[src/rtl/peak_find_frame_if.sv]
// ---------------------------------------------------------------------------
// peak_find_frame_if
// Groups the read-path beat stream and the frame-result outputs of the
// frame peak finder so they travel as one bundle.
//
// Signals:
//   local_init_done    controller calibration done
//   local_rdata        LANES samples of DW bits, lane i at [i*DW +: DW]
//   local_rdata_valid  read data valid
//   frame_restart      synchronous frame abort/clear
//   peak_data          peak value of the last completed frame
//   peak_addr          sample address of that peak
//   peak_valid         one-cycle pulse when the frame result is updated
//   frame_count        completed frames, wraps at 0xFFFF
//   sample_addr        address of lane 0 of the next accepted beat
//
// Modports:
//   master  drives the beat stream, observes the results
//   slave   the peak finder itself
// ---------------------------------------------------------------------------
interface peak_find_frame_if #(
  parameter int DW    = 16,
  parameter int LANES = 4,
  parameter int AW    = 16
);
  logic                  local_init_done;
  logic [DW*LANES-1:0]   local_rdata;
  logic                  local_rdata_valid;
  logic                  frame_restart;
  logic [DW-1:0]         peak_data;
  logic [AW-1:0]         peak_addr;
  logic                  peak_valid;
  logic [15:0]           frame_count;
  logic [AW-1:0]         sample_addr;

  modport master (
    output local_init_done, local_rdata, local_rdata_valid, frame_restart,
    input  peak_data, peak_addr, peak_valid, frame_count, sample_addr
  );

  modport slave (
    input  local_init_done, local_rdata, local_rdata_valid, frame_restart,
    output peak_data, peak_addr, peak_valid, frame_count, sample_addr
  );
endinterface

[src/rtl/peak_find_frame.sv]
// ---------------------------------------------------------------------------
// peak_find_frame
// Frame peak finder on the DDR2 read path. Every accepted beat carries LANES
// samples; a registered pairwise max tree reduces each beat to its largest
// sample, and an accumulator stage tracks the frame maximum and its sample
// address. When the last beat of a FRAME_LEN-sample frame leaves the tree,
// the result is published with a one-cycle peak_valid pulse.
//
// Ports:
//   phy_clk          clock
//   reset_phy_clk_n  asynchronous active-low reset
//   bus              peak_find_frame_if.slave (beat stream in, results out)
//
// Latency: a beat accepted on edge k is in stage 0 after k, in tree level j
// after k+j, and reaches the accumulator on edge k+L+1 (L = log2(LANES)).
// ---------------------------------------------------------------------------
module peak_find_frame #(
  parameter int DW         = 16,
  parameter int LANES      = 4,
  parameter int FRAME_LEN  = 4000,
  parameter int AW         = 16,
  parameter int SIGNED     = 0,
  parameter int SKIP_FIRST = 1
) (
  input  logic            phy_clk,
  input  logic            reset_phy_clk_n,
  peak_find_frame_if.slave bus
);

  localparam int L     = $clog2(LANES);
  localparam int NODES = 2 * LANES - 1;
  localparam int ROOT  = NODES - 1;
  localparam logic [AW:0] LANES_X = (AW + 1)'(LANES);
  localparam logic [AW:0] FRAME_X = (AW + 1)'(FRAME_LEN);

  // Tree nodes are packed level after level into one array: level 0 holds
  // the LANES leaves, level j holds LANES>>j nodes, the root is last.
  function automatic int levelBase(input int j);
    return 2 * LANES - ((2 * LANES) >> j);
  endfunction

  // Strictly-greater compare; ties keep the incumbent, which is always the
  // lower address (lower lane in the tree, earlier beat in the accumulator).
  function automatic logic isGreater(input logic [DW-1:0] a, input logic [DW-1:0] b);
    if (SIGNED != 0) return $signed(a) > $signed(b);
    return a > b;
  endfunction

  logic [DW-1:0] nodeData_q [NODES];
  logic [DW-1:0] nodeData_d [NODES];
  logic [AW-1:0] nodeAddr_q [NODES];
  logic [AW-1:0] nodeAddr_d [NODES];
  logic [L:0]    stageVld_q, stageVld_d;
  logic [L:0]    stageLast_q, stageLast_d;

  logic [AW-1:0] sampleAddr_q, sampleAddr_d;
  logic          skipDone_q, skipDone_d;

  logic          accEmpty_q, accEmpty_d;
  logic [DW-1:0] accData_q, accData_d;
  logic [AW-1:0] accAddr_q, accAddr_d;

  logic [DW-1:0] peakData_q, peakData_d;
  logic [AW-1:0] peakAddr_q, peakAddr_d;
  logic          peakValid_q, peakValid_d;
  logic [15:0]   frameCount_q, frameCount_d;

  logic          accept;
  logic          takeBeat;
  logic          lastBeat;
  logic [AW:0]   nextAddr;
  logic          outVld;
  logic          takeRoot;
  logic [DW-1:0] newData;
  logic [AW-1:0] newAddr;

  // Beat qualification and frame addressing. The very first accepted beat
  // after reset is calibration readback when SKIP_FIRST is set: it only
  // sets the skip flag and never advances the address or enters the tree.
  // A restart zeroes the address and wins over a simultaneous beat.
  always_comb begin
    accept       = bus.local_rdata_valid && bus.local_init_done && !bus.frame_restart;
    takeBeat     = accept && ((SKIP_FIRST == 0) || skipDone_q);
    nextAddr     = {1'b0, sampleAddr_q} + LANES_X;
    lastBeat     = (nextAddr == FRAME_X);
    skipDone_d   = skipDone_q;
    sampleAddr_d = sampleAddr_q;
    if (bus.frame_restart) begin
      sampleAddr_d = '0;
    end else if (accept && !takeBeat) begin
      skipDone_d = 1'b1;
    end else if (takeBeat) begin
      sampleAddr_d = lastBeat ? '0 : nextAddr[AW-1:0];
    end
  end

  // Stage 0 captures the raw lanes with their addresses every cycle; the
  // valid tag decides whether a slot is a real beat or a bubble. Each tree
  // level then keeps the larger of each lane pair, moving the valid and
  // last tags along with the data. A restart kills every tag in flight.
  always_comb begin
    for (int i = 0; i < NODES; i++) begin
      nodeData_d[i] = nodeData_q[i];
      nodeAddr_d[i] = nodeAddr_q[i];
    end
    for (int i = 0; i < LANES; i++) begin
      nodeData_d[i] = bus.local_rdata[i*DW +: DW];
      nodeAddr_d[i] = sampleAddr_q + AW'(i);
    end
    for (int j = 1; j <= L; j++) begin
      for (int n = 0; n < (LANES >> j); n++) begin
        if (isGreater(nodeData_q[levelBase(j-1) + 2*n + 1], nodeData_q[levelBase(j-1) + 2*n])) begin
          nodeData_d[levelBase(j) + n] = nodeData_q[levelBase(j-1) + 2*n + 1];
          nodeAddr_d[levelBase(j) + n] = nodeAddr_q[levelBase(j-1) + 2*n + 1];
        end else begin
          nodeData_d[levelBase(j) + n] = nodeData_q[levelBase(j-1) + 2*n];
          nodeAddr_d[levelBase(j) + n] = nodeAddr_q[levelBase(j-1) + 2*n];
        end
      end
    end
    stageVld_d     = '0;
    stageLast_d    = '0;
    stageVld_d[0]  = takeBeat;
    stageLast_d[0] = takeBeat && lastBeat;
    for (int j = 1; j <= L; j++) begin
      stageVld_d[j]  = stageVld_q[j-1] && !bus.frame_restart;
      stageLast_d[j] = stageLast_q[j-1];
    end
  end

  // Accumulator and result stage. An empty accumulator loads the root
  // unconditionally; otherwise the root replaces it only when strictly
  // greater. The last beat of a frame publishes the combined maximum and
  // leaves the accumulator empty, so the next frame's first beat can load
  // on the very next edge with no bubble. A restart empties it without
  // publishing, and the published outputs hold.
  always_comb begin
    outVld       = stageVld_q[L] && !bus.frame_restart;
    takeRoot     = accEmpty_q || isGreater(nodeData_q[ROOT], accData_q);
    newData      = takeRoot ? nodeData_q[ROOT] : accData_q;
    newAddr      = takeRoot ? nodeAddr_q[ROOT] : accAddr_q;
    accEmpty_d   = accEmpty_q;
    accData_d    = accData_q;
    accAddr_d    = accAddr_q;
    peakData_d   = peakData_q;
    peakAddr_d   = peakAddr_q;
    peakValid_d  = 1'b0;
    frameCount_d = frameCount_q;
    if (bus.frame_restart) begin
      accEmpty_d = 1'b1;
    end else if (outVld) begin
      if (stageLast_q[L]) begin
        peakData_d   = newData;
        peakAddr_d   = newAddr;
        peakValid_d  = 1'b1;
        frameCount_d = frameCount_q + 16'd1;
        accEmpty_d   = 1'b1;
      end else begin
        accData_d  = newData;
        accAddr_d  = newAddr;
        accEmpty_d = 1'b0;
      end
    end
  end

  // All state registers; reset returns the block to an empty frame at
  // address 0 with cleared outputs and the skip flag armed again.
  always_ff @(posedge phy_clk or negedge reset_phy_clk_n) begin
    if (!reset_phy_clk_n) begin
      for (int i = 0; i < NODES; i++) begin
        nodeData_q[i] <= '0;
        nodeAddr_q[i] <= '0;
      end
      stageVld_q   <= '0;
      stageLast_q  <= '0;
      sampleAddr_q <= '0;
      skipDone_q   <= 1'b0;
      accEmpty_q   <= 1'b1;
      accData_q    <= '0;
      accAddr_q    <= '0;
      peakData_q   <= '0;
      peakAddr_q   <= '0;
      peakValid_q  <= 1'b0;
      frameCount_q <= '0;
    end else begin
      for (int i = 0; i < NODES; i++) begin
        nodeData_q[i] <= nodeData_d[i];
        nodeAddr_q[i] <= nodeAddr_d[i];
      end
      stageVld_q   <= stageVld_d;
      stageLast_q  <= stageLast_d;
      sampleAddr_q <= sampleAddr_d;
      skipDone_q   <= skipDone_d;
      accEmpty_q   <= accEmpty_d;
      accData_q    <= accData_d;
      accAddr_q    <= accAddr_d;
      peakData_q   <= peakData_d;
      peakAddr_q   <= peakAddr_d;
      peakValid_q  <= peakValid_d;
      frameCount_q <= frameCount_d;
    end
  end

  assign bus.peak_data   = peakData_q;
  assign bus.peak_addr   = peakAddr_q;
  assign bus.peak_valid  = peakValid_q;
  assign bus.frame_count = frameCount_q;
  assign bus.sample_addr = sampleAddr_q;

endmodule

[src/flat_wrapper.sv]
// flat-port wrapper written by rule: the top's interface ports become plain ports
module peak_find_frame_flat 
#(
  parameter int DW         = 16,
  parameter int LANES      = 4,
  parameter int FRAME_LEN  = 4000,
  parameter int AW         = 16,
  parameter int SIGNED     = 0,
  parameter int SKIP_FIRST = 1
)
  (phy_clk, reset_phy_clk_n, bus_local_init_done, bus_local_rdata, bus_local_rdata_valid, bus_frame_restart, bus_peak_data, bus_peak_addr, bus_peak_valid, bus_frame_count, bus_sample_addr);
  peak_find_frame_if #(.DW(DW), .LANES(LANES), .AW(AW)) bus_i ();
  input  logic phy_clk;
  input  logic reset_phy_clk_n;
  input wire logic [$bits(bus_i.local_init_done)-1:0] bus_local_init_done;
  input wire logic [$bits(bus_i.local_rdata)-1:0] bus_local_rdata;
  input wire logic [$bits(bus_i.local_rdata_valid)-1:0] bus_local_rdata_valid;
  input wire logic [$bits(bus_i.frame_restart)-1:0] bus_frame_restart;
  output wire logic [$bits(bus_i.peak_data)-1:0] bus_peak_data;
  output wire logic [$bits(bus_i.peak_addr)-1:0] bus_peak_addr;
  output wire logic [$bits(bus_i.peak_valid)-1:0] bus_peak_valid;
  output wire logic [$bits(bus_i.frame_count)-1:0] bus_frame_count;
  output wire logic [$bits(bus_i.sample_addr)-1:0] bus_sample_addr;
  assign bus_i.local_init_done = bus_local_init_done;
  assign bus_i.local_rdata = bus_local_rdata;
  assign bus_i.local_rdata_valid = bus_local_rdata_valid;
  assign bus_i.frame_restart = bus_frame_restart;
  assign bus_peak_data = bus_i.peak_data;
  assign bus_peak_addr = bus_i.peak_addr;
  assign bus_peak_valid = bus_i.peak_valid;
  assign bus_frame_count = bus_i.frame_count;
  assign bus_sample_addr = bus_i.sample_addr;
  peak_find_frame #(.DW(DW), .LANES(LANES), .FRAME_LEN(FRAME_LEN), .AW(AW), .SIGNED(SIGNED), .SKIP_FIRST(SKIP_FIRST)) u_core (.phy_clk(phy_clk), .reset_phy_clk_n(reset_phy_clk_n), .bus(bus_i));
endmodule
[config.mk]
export PLATFORM = sky130hd
export DESIGN_NAME = peak_find_frame_flat
export DESIGN_NICKNAME = d
export VERILOG_FILES = /design/src/rtl/peak_find_frame_if.sv /design/src/rtl/peak_find_frame.sv /design/src/flat_wrapper.sv
export SDC_FILE = /design/constraint.sdc
export NUM_CORES = 1
export LEC_CHECK = 0
export ABC_AREA = 1
export CAP_MARGIN = 40
export CELL_PAD_IN_SITES_DETAIL_PLACEMENT = 0
export CELL_PAD_IN_SITES_GLOBAL_PLACEMENT = 1
export CORE_MARGIN = 3
export CORE_UTILIZATION = 45
export DETAILED_ROUTE_END_ITERATION = 6
export DONT_BUFFER_PORTS = 1
export PLACE_DENSITY_LB_ADDON = 0.05
export SYNTH_ARGS = -nofsm -noshare
export SYNTH_HDL_FRONTEND = slang
export SYNTH_SLANG_ARGS = --single-unit
[constraint.sdc]
create_clock -name phy_clk -period 2.9 [get_ports phy_clk]
set_input_delay 0.29 -clock phy_clk [delete_from_list [all_inputs] [get_ports phy_clk]]
set_output_delay 0.29 -clock phy_clk [all_outputs]
set_load 0.05 [all_outputs]
==> metrics.txt, run 1 <==
CTS Root Buffer Type=clkbuf_16; Critical Path AT=2.52 ns; gate count after technology mapping=1381; die width=175 um; fin crit share=74.6%; commonest non-fill, non-tap cell in the layout=nand2_1; Setup crit end kind=register; Finished Layout Cells=roughly 1800; GRT Total Usage=18.8%; Switching Fraction=25.2%; pwr dens=703 nW/um^2; deepest clock path buffer count=3; Pwr Total=10600 uW; Final Instance Area=between 15000 and 20000 sq um; Cell variety after synth=38; worst slew pin tran=roughly 0.86 ns; largest net degree at the start of global routing=299; routing usage on met1=a little over a quarter; WHS=-0.501 ns; most frequent cells in the layout=414 x nand2_1, 297 x dfrtp_1, 193 x nand3_1, 155 x inv_1; Clk pwr share=a little over two fifths; crit path max fanout=29; met3 track demand over resource=3.82%; register area share after synthesis=58.0%; register share of total power=43.7%; CTS tree=built; critical path launch point type=register; GP Congestion=0.802; Cells after DPL=1711; # Post-CTS Setup Buffers=0; full die area=30600 sq um; DR iter-0 viols=a little under 600; clk sinks=298; post-CTS sizing=0; count of final setup violators=0; Leak=0.00800 uW; Clock H-tree levels=2; area delta synth->final=17.2%; final hold violations=slightly below 300; area of the multi-input gates=4380 sq um; initial antenna violation count=1; Yosys Warn Count=0; critical setup path kind=register to register; WL final=27.9 mm; grt total ovfl=0; max cap viols=0; fmax=462 MHz; layout cell share with drive strength beyond 1=a little under a tenth; number of CTS-inserted buffers=34; R2R Setup Slk=0.74 ns; outcome=finished with violations; Seq. cell area=approximately 7500 sq um; site row count=61; Int Pwr=7930 uW; core area=27900 sq um; P_sw=2670 uW; unrepaired setup endpoints after global routing=no; crit path time final=2.16 ns; Nets=1572; clk_skew=0.0176 ns; pins over their slew limit=0; Post-CTS Hold Buffers=67; TritonRoute pass-1 iters=5; Port Buffer Count=0; drt via density=4.76; pre-CTS setup slack=0.721 ns; met2 Use GR=approximately 29%; WL per Instance=~15 um; vias in the first global route=between 9000 and 10000; DP Area=around 13000 sq um; I/O pins=around 130; clk_lat worst skew=0.50 ns; TNS Setup=0 ns; syn_area_per_cell=9.31 sq um; Mapped Area=around 13000 sq um; # DRC=0; Starting Density=46.0%; Worst Hold Class=input port to async pin; Comb pwr share=13.1%; floorplan die height=175 um; Final HPWL DP=18.2 mm; Max VDD drop=485 uV; Layout fillers=roughly 2500; clock slew at reported path FFs=approximately 0.060 ns; final worst slack=around 0.74 ns; first-pass GRT wire length=47.2 mm; Slew HR=between 40% and 50%; GR peak layer=met2; failing checks=hold timing; Via Count=8742; worst endpoint required time=3.26 ns; #FFs+latches synth=approximately 300; ANT nets after route=0
[worst max-delay path: stages (launching register included)]
cell	delay (ns)
dfrtp_1	0.38
ha_1	0.30
nand2_1	0.07
nor2_1	0.12
nand2_1	0.07
nor3_1	0.24
nand2_1	0.09
nand2_1	0.06
buf_4	0.19
nand2_1	0.06
buf_4	0.24
nand2_1	0.09
nand2_1	0.09
[flip-flops by register name, summed over array words and instances, names as in the netlist]
signal	count
u_core.accData_q	16
u_core.bus.peak_valid	1
u_core.accEmpty_q	1
u_core.nodeData_q	112
u_core.stageVld_q	3
u_core.nodeAddr_q	83
u_core.stageLast_q	3
u_core.bus.peak_addr	16
u_core.bus.sample_addr	14
u_core.skipDone_q	1
u_core.accAddr_q	16
u_core.bus.peak_data	16
u_core.bus.frame_count	16
[layout make-up]
type	count	area share [%]
antenna	1	0.0166
clock buffer	44	6.37
clock inverter	13	1.62
inverter	159	3.97
multi-input combinational	840	29.1
sequential	298	49.5
tap	378	3.14
timing repair buffer	103	6.33
[path summary, 6_finish.rpt]
path                                       start                    end  cells past startpoint
setup / recovery           u_core.nodeData_q[95]  u_core.nodeData_q[46]                     12
hold / removal                   reset_phy_clk_n    u_core.accData_q[6]                      0
setup reg to reg           u_core.nodeData_q[95]  u_core.nodeData_q[46]                     12
hold reg to reg            u_core.nodeAddr_q[34]   u_core.nodeAddr_q[2]                      0
max in group asynchronous        reset_phy_clk_n  u_core.nodeData_q[92]                      0
min in group phy_clk         bus_local_init_done   u_core.stageVld_q[0]                      2
[metrics by stage]
| stage | hold slack, ns | util (%) |
|---|---|---|
| final | -0.501 | 53.9 |
| after global routing | -0.528 | 53.9 |
| after CTS | -0.528 | 53.9 |
| after detailed placement | 0.00503 | 47.2 |
| after global placement | 0.00469 | 47.2 |
| after floorplan | -0.00559 | - |
[layer usage]
metal	share of wire [%]	wire [um]	vias up
met3	4.9	1360	49
met2	44	12100	185
met5	0	0	-
met4	2.6	714	0
li1	-	-	4430
met1	49	13600	4078
[power by group through the flow]
stage	combinational (uW)	sequential (uW)	clock [uW]
finish	1390	4630	4570
global route	1630	4670	4870
CTS	1410	4630	4720
detailed placement	1330	4700	0
global placement	1320	4700	0
floorplan	1000	4640	0
[cell families after synthesis]
group	count (synthesis)	synth area share, %
compound gates	58	2.41
xor+xnor	20	1.42
fa+ha+maj	67	6.52
other cells	2	0.0584
simple gates	692	23.6
flops	298	58.0
buf+inv	244	7.96
[cell usage after synthesis, drive strengths merged]
library cell	count	area share (%)
inv	158	4.6
ha	67	6.5
dlygate4sd1	1	0.068
nand3	196	7.8
nor3	10	0.47
o21bai	2	0.12
nor2	40	1.6
a21o	1	0.058
o211ai	2	0.12
xor2	14	1.0
clkbuf	42	1.2
o21ai	16	0.62
nand4	8	0.39
nand2	433	13
clkinv	1	0.039
conb	2	0.058
nand3b	3	0.20
dfstp	1	0.20
buf	42	2.0
a31oi	3	0.15
xnor2	6	0.41
a21oi	31	1.2
o22ai	3	0.15
dfrtp	297	58
nor4	2	0.097
Power figures use the tool's default switching activity.
==> inputs of run 2 (changes only) <==
CORE_UTILIZATION = 44   (was 45)
clock period = 1.8 ns   (was 2.9 ns; I/O delays follow)
==> metrics.txt, run 2 (same netlist as run 1, synthesis figures left out) <==
WHS=-0.613 ns; critical setup path kind=register to register; Post-CTS Hold Buffers=68; Setup crit end kind=register; area of the multi-input gates=6240 sq um; crit-path max cell delay=0.42 ns; number of diodes=0; grt total ovfl=0; Clock H-tree levels=2; DR iter-0 viols=447; CTS tree=built; Starting Density=45.4%; worst slew pin tran=0.562 ns; clk_lat worst skew=roughly 0.50 ns; final worst slack=-0.174 ns; drt via density=4.89; first-pass GRT wire length=49.3 mm; largest register by flop count=u_core.nodeData_q; Final HPWL DP=18.7 mm; unrepaired setup endpoints after global routing=yes; area delta synth->final=41.5%; P_sw=5330 uW; Seq. cell area=between 7000 and 8000 sq um; commonest non-fill, non-tap cell in the layout=dfrtp_1; pins over their slew limit=0; count of final setup violators=148; Worst path slowest cell=dfrtp_1; deepest clock path buffer count=3; TNS Setup=-15.34 ns; core area=28300 sq um; site row count=61; Largest regs=u_core.nodeData_q (112), u_core.nodeAddr_q (83); Via Count=about 9600; clk sinks=a little under 300; fin crit share=110%; FF-to-FF path depth=11; # DRC=0; Leak=0.00908 uW; worst endpoint required time=2.18 ns; worst setup path startpoint=u_core.nodeData_q[9]; layout cell share with drive strength beyond 1=approximately two fifths; crit-path cells=ha_4 -> nand4_1 -> nor3_2 -> nand2_2 -> nand2_2 -> nand2_4 -> nand2_8 -> clkbuf_16 -> nand2_2 -> nand3_1 -> nand2_1; GRT Total Usage=between 15 and 20%; R2R Setup Slk=-0.17 ns; WL final=32.5 mm; Slew HR=62.5%; final hold violations=298; most frequent cells in the layout=291 x dfrtp_1, 226 x nand2_1, 133 x inv_1, 133 x nand2_2, 127 x buf_4; I/O pins=134; crit path max fanout=8; Port Buffer Count=0; max reg flops=112; TritonRoute pass-1 iters=4; critical path launch point type=register; reg-to-reg endpoint=u_core.bus.peak_data[9]; final core occ=64.2%; max cap viols=0; Max VDD drop=881 uV; full die area=31300 sq um; Clk pwr share=approximately 37%; ANT nets after route=0; register share of total power=approximately 40%; Setup crit end=u_core.bus.peak_data[9]; clock slew at reported path FFs=0.05 ns; number of CTS-inserted buffers=34; Critical Path AT=2.35 ns; Switching Fraction=28.2%; floorplan die height=177 um; RR Startpoint=u_core.nodeData_q[9]; Worst Hold Class=input port to async pin; WL per Instance=between 15 and 20 um; crit path time final=1.97 ns; Layout fillers=2233; failing checks=hold timing, setup timing; pwr dens=1040 nW/um^2; outcome=finished with violations; Comb pwr share=between 20% and 30%; CTS Root Buffer Type=clkbuf_16; GP Congestion=between 0.7 and 0.8; Int Pwr=approximately 14000 uW; clk_skew=0.0193 ns; initial antenna violation count=0; vias in the first global route=between 9000 and 10000; Nets=1697; most frequent cell on the critical path=nand2_2; fmax=507 MHz; largest net degree at the start of global routing=299; die width=around 180 um; pre-CTS setup slack=-0.221 ns
run 2: cell types whose count changed in the layout (fill, tap and decap cells not counted), moves of 10 or more:
cell | before | now
nand2_4 | 2 | 72
buf_4 | 35 | 127
nand2_1 | 414 | 226
buf_12 | 1 | 13
ha_1 | 67 | 33
a21oi_1 | 31 | 19
nand3_2 | 2 | 71
a21oi_2 | 0 | 10
inv_2 | 3 | 25
nand3_1 | 193 | 121
inv_1 | 155 | 133
ha_4 | 0 | 33
nand2_2 | 17 | 133
run 2: how the worst min path moves through the flow:
stage | from | end | slack [ns] | depth (start not counted)
after global placement | reset_phy_clk_n | u_core.bus.peak_data[6] | -0.10 | 0
after floorplan | reset_phy_clk_n | u_core.accAddr_q[0] | -0.12 | 0
after CTS | reset_phy_clk_n | u_core.nodeData_q[33] | -0.64 | 0
after detailed placement | reset_phy_clk_n | u_core.bus.peak_data[5] | -0.10 | 0
final | reset_phy_clk_n | u_core.bus.peak_data[6] | -0.61 | 0
after global routing | reset_phy_clk_n | u_core.bus.peak_data[5] | -0.64 | 0
run 2: power by group through the flow:
| stage | combinational [uW] | sequential (uW) | clock, uW |
|---|---|---|---|
| after floorplan | 1620 | 7470 | 0 |
| after global placement | 2370 | 7580 | 0 |
| after detailed placement | 2410 | 7590 | 0 |
| after CTS | 3150 | 7510 | 7190 |
| after global routing | 4790 | 7620 | 7470 |
| final | 4340 | 7570 | 7020 |
run 2: metrics by stage:
stage | total power (uW) | hold slack [ns] | area [sq um] | instances
floorplan | 9090 | -0.116 | 12900 | 1382
global placement | 9960 | -0.105 | 13800 | 1780
detailed placement | 10000 | -0.104 | 13800 | 1780
CTS | 17800 | -0.638 | 16400 | 1922
global route | 19900 | -0.637 | 18200 | 1962
finish | 18900 | -0.613 | 18200 | 1962
run 2: area by class of cell:
| class | count | share of cell area (%) |
|---|---|---|
| Tap cell | 378 | 2.60 |
| Sequential cell | 298 | 41.0 |
| Timing Repair Buffer | 227 | 12.5 |
| Clock buffer | 45 | 5.30 |
| Multi-Input combinational cell | 841 | 34.3 |
| Inverter | 159 | 3.29 |
| Clock inverter | 14 | 0.984 |
run 2: routing by layer:
layer  vias up  GRT usage, %  part of all wire, %
li1       4692             -                    -
met1      4679          28.4                   46
met2       179          30.9                   48
met3        38          3.26                  3.9
met4         0          4.06                  1.5
met5         -             0                    0
run 2: timing repair:
action | in CTS | in global routing
hold endpoints to repair | 368 | 298
buffers inserted | 10 | 32
setup endpoints to repair | 149 | 157
gates resized for setup | 148 | 326
gates cloned | 6 | 9
pin swaps | 22 | 97
run 2: critical path: cells and delay by family, from the launching register on:
family	cells	cell delay, ns
fa+ha+maj	1	0.28
simple gates	9	0.98
flops	1	0.42
buf+inv	1	0.19
==> inputs of run 3 (changes only) <==
PLACE_DENSITY = 0.8   (was unset)
PLACE_DENSITY_LB_ADDON = unset   (was 0.05)
SLEW_MARGIN = 20   (was unset)
==> metrics.txt, run 3 (same netlist as run 1, synthesis figures left out) <==
GP Congestion=approximately 0.84; crit path max fanout=8; pre-CTS setup slack=-0.210 ns; grt total ovfl=0; number of diodes=0; unrepaired setup endpoints after global routing=yes; WHS=-0.618 ns; GRT Total Usage=20.0%; Max VDD drop=844 uV; Final HPWL DP=~19 mm; pwr dens=1050 nW/um^2; final hold violations=298; drt via density=5.11; fmax=476 MHz; number of CTS-inserted buffers=34; DR iter-0 viols=573; first-pass GRT wire length=50.9 mm; CTS tree=built; Worst Hold Class=input port to async pin; TritonRoute pass-1 iters=5; WL per Instance=17.7 um; clk_lat worst skew=0.51 ns; Slew HR=between 60% and 70%; Clock H-tree levels=2; count of final setup violators=156; die width=177 um; RR Startpoint=u_core.nodeData_q[42]; max reg flops=112; Critical Path AT=about 2.5 ns; WL final=between 30 and 40 mm; worst endpoint required time=2.18 ns; full die area=31300 sq um; crit path time final=roughly 2.1 ns; ANT nets after route=0; I/O pins=134; clock slew at reported path FFs=0.06 ns; CTS Root Buffer Type=clkbuf_16; Via Count=10100; failing checks=hold timing, setup timing; Port Buffer Count=0; largest register by flop count=u_core.nodeData_q; Layout fillers=1998; Cells after DPL=1775; Leak=0.00922 uW; critical path launch point type=register; # DRC=0; site row count=61; Setup crit end kind=register; area delta synth->final=45.8%; max cap viols=0; most frequent cells in the layout=290 x dfrtp_1, 241 x nand2_1, 130 x buf_4, 129 x inv_1, 116 x nand2_2; worst slew pin tran=slightly below 0.6 ns; commonest non-fill, non-tap cell in the layout=dfrtp_1; deepest clock path buffer count=3; pins over their slew limit=0; Finished Layout Cells=1975; Largest regs=u_core.nodeData_q (112), u_core.nodeAddr_q (83); Seq. cell area=7470 sq um; worst setup path startpoint=u_core.nodeData_q[42]; largest net degree at the start of global routing=299; layout cell share with drive strength beyond 1=40.4%; fin crit share=117%; clk sinks=298; Nets=1711; TNS Setup=-28.95 ns; outcome=finished with violations; critical setup path kind=register to register; Post-CTS Hold Buffers=67; final worst slack=-0.299 ns; floorplan die height=between 150 and 200 um; Starting Density=between 40% and 50%; vias in the first global route=just under 10000; area of the multi-input gates=between 6000 and 7000 sq um; clk_skew=0.0214 ns; core area=about 28000 sq um; initial antenna violation count=0
-- run 3: changes by cell type in the layout (fill, tap and decap cells not counted), sizes merged --
cell,before,now
inv,159,160
clkinv,8,7
dlymetal6s4s,0,1
clkbuf,52,49
dlygate4sd3,68,66
bufinv,4,5
buf,152,168
-- run 3: final timing paths --
kind	to	slack, ns	cells past startpoint
worst max-delay path	u_core.nodeData_q[2]	-0.30	12
worst min-delay path	u_core.nodeData_q[80]	-0.62	0
worst max register to register	u_core.nodeData_q[2]	-0.30	12
worst min register to register	u_core.stageLast_q[2]	0.36	0
max in group asynchronous	u_core.bus.frame_count[1]	1.90	0
min in group phy_clk	u_core.stageVld_q[1]	0.06	2
-- run 3: metrics by stage --
step	utilization (%)	area, sq um	total power (uW)
after floorplan	-	12900	9090
after global placement	48.3	13700	9850
after detailed placement	48.3	13700	9910
after CTS	60.1	17000	18700
after global routing	66.2	18700	20600
final	66.2	18700	19800
-- run 3: timing repair --
action                                  4_1_cts  5_1_grt
buffers inserted                             19       44
pin swaps                                    87      154
endpoints found under the setup margin      148      164
gates resized for setup                     241      317
endpoints found under the hold margin       367      298
cloned                                       11        7
-- run 3: layer usage --
layer	up-vias	wire length, um	GRT usage (%)
li1	4722	-	-
met1	4971	14600	27.0
met2	295	17100	32.3
met3	100	2010	4.40
met4	0	1360	6.87
met5	-	0	0
-- run 3: worst max-delay path, cell delays in order, from the launching register on --
cell	delay [ns]
dfrtp_1	0.40
inv_1	0.09
ha_1	0.32
nand2_2	0.09
nor4_4	0.23
buf_4	0.18
o21ai_4	0.06
nand2_2	0.09
buf_6	0.12
nand2_8	0.10
buf_12	0.19
nand2_4	0.05
nand2_2	0.05
-- run 3: area by class of cell --
type | instances | share of cell area [%]
Sequential cell | 298 | 39.8
Clock inverter | 15 | 1.13
Tap cell | 378 | 2.52
Multi-Input combinational cell | 841 | 35.1
Timing Repair Buffer | 241 | 13.2
Inverter | 159 | 3.20
Clock buffer | 43 | 4.99
-- run 3: power by group --
group          switching (uW)  internal (uW)
combinational            2630           2380
sequential                406           7170
clock                    2770           4400
total                    5800          13900
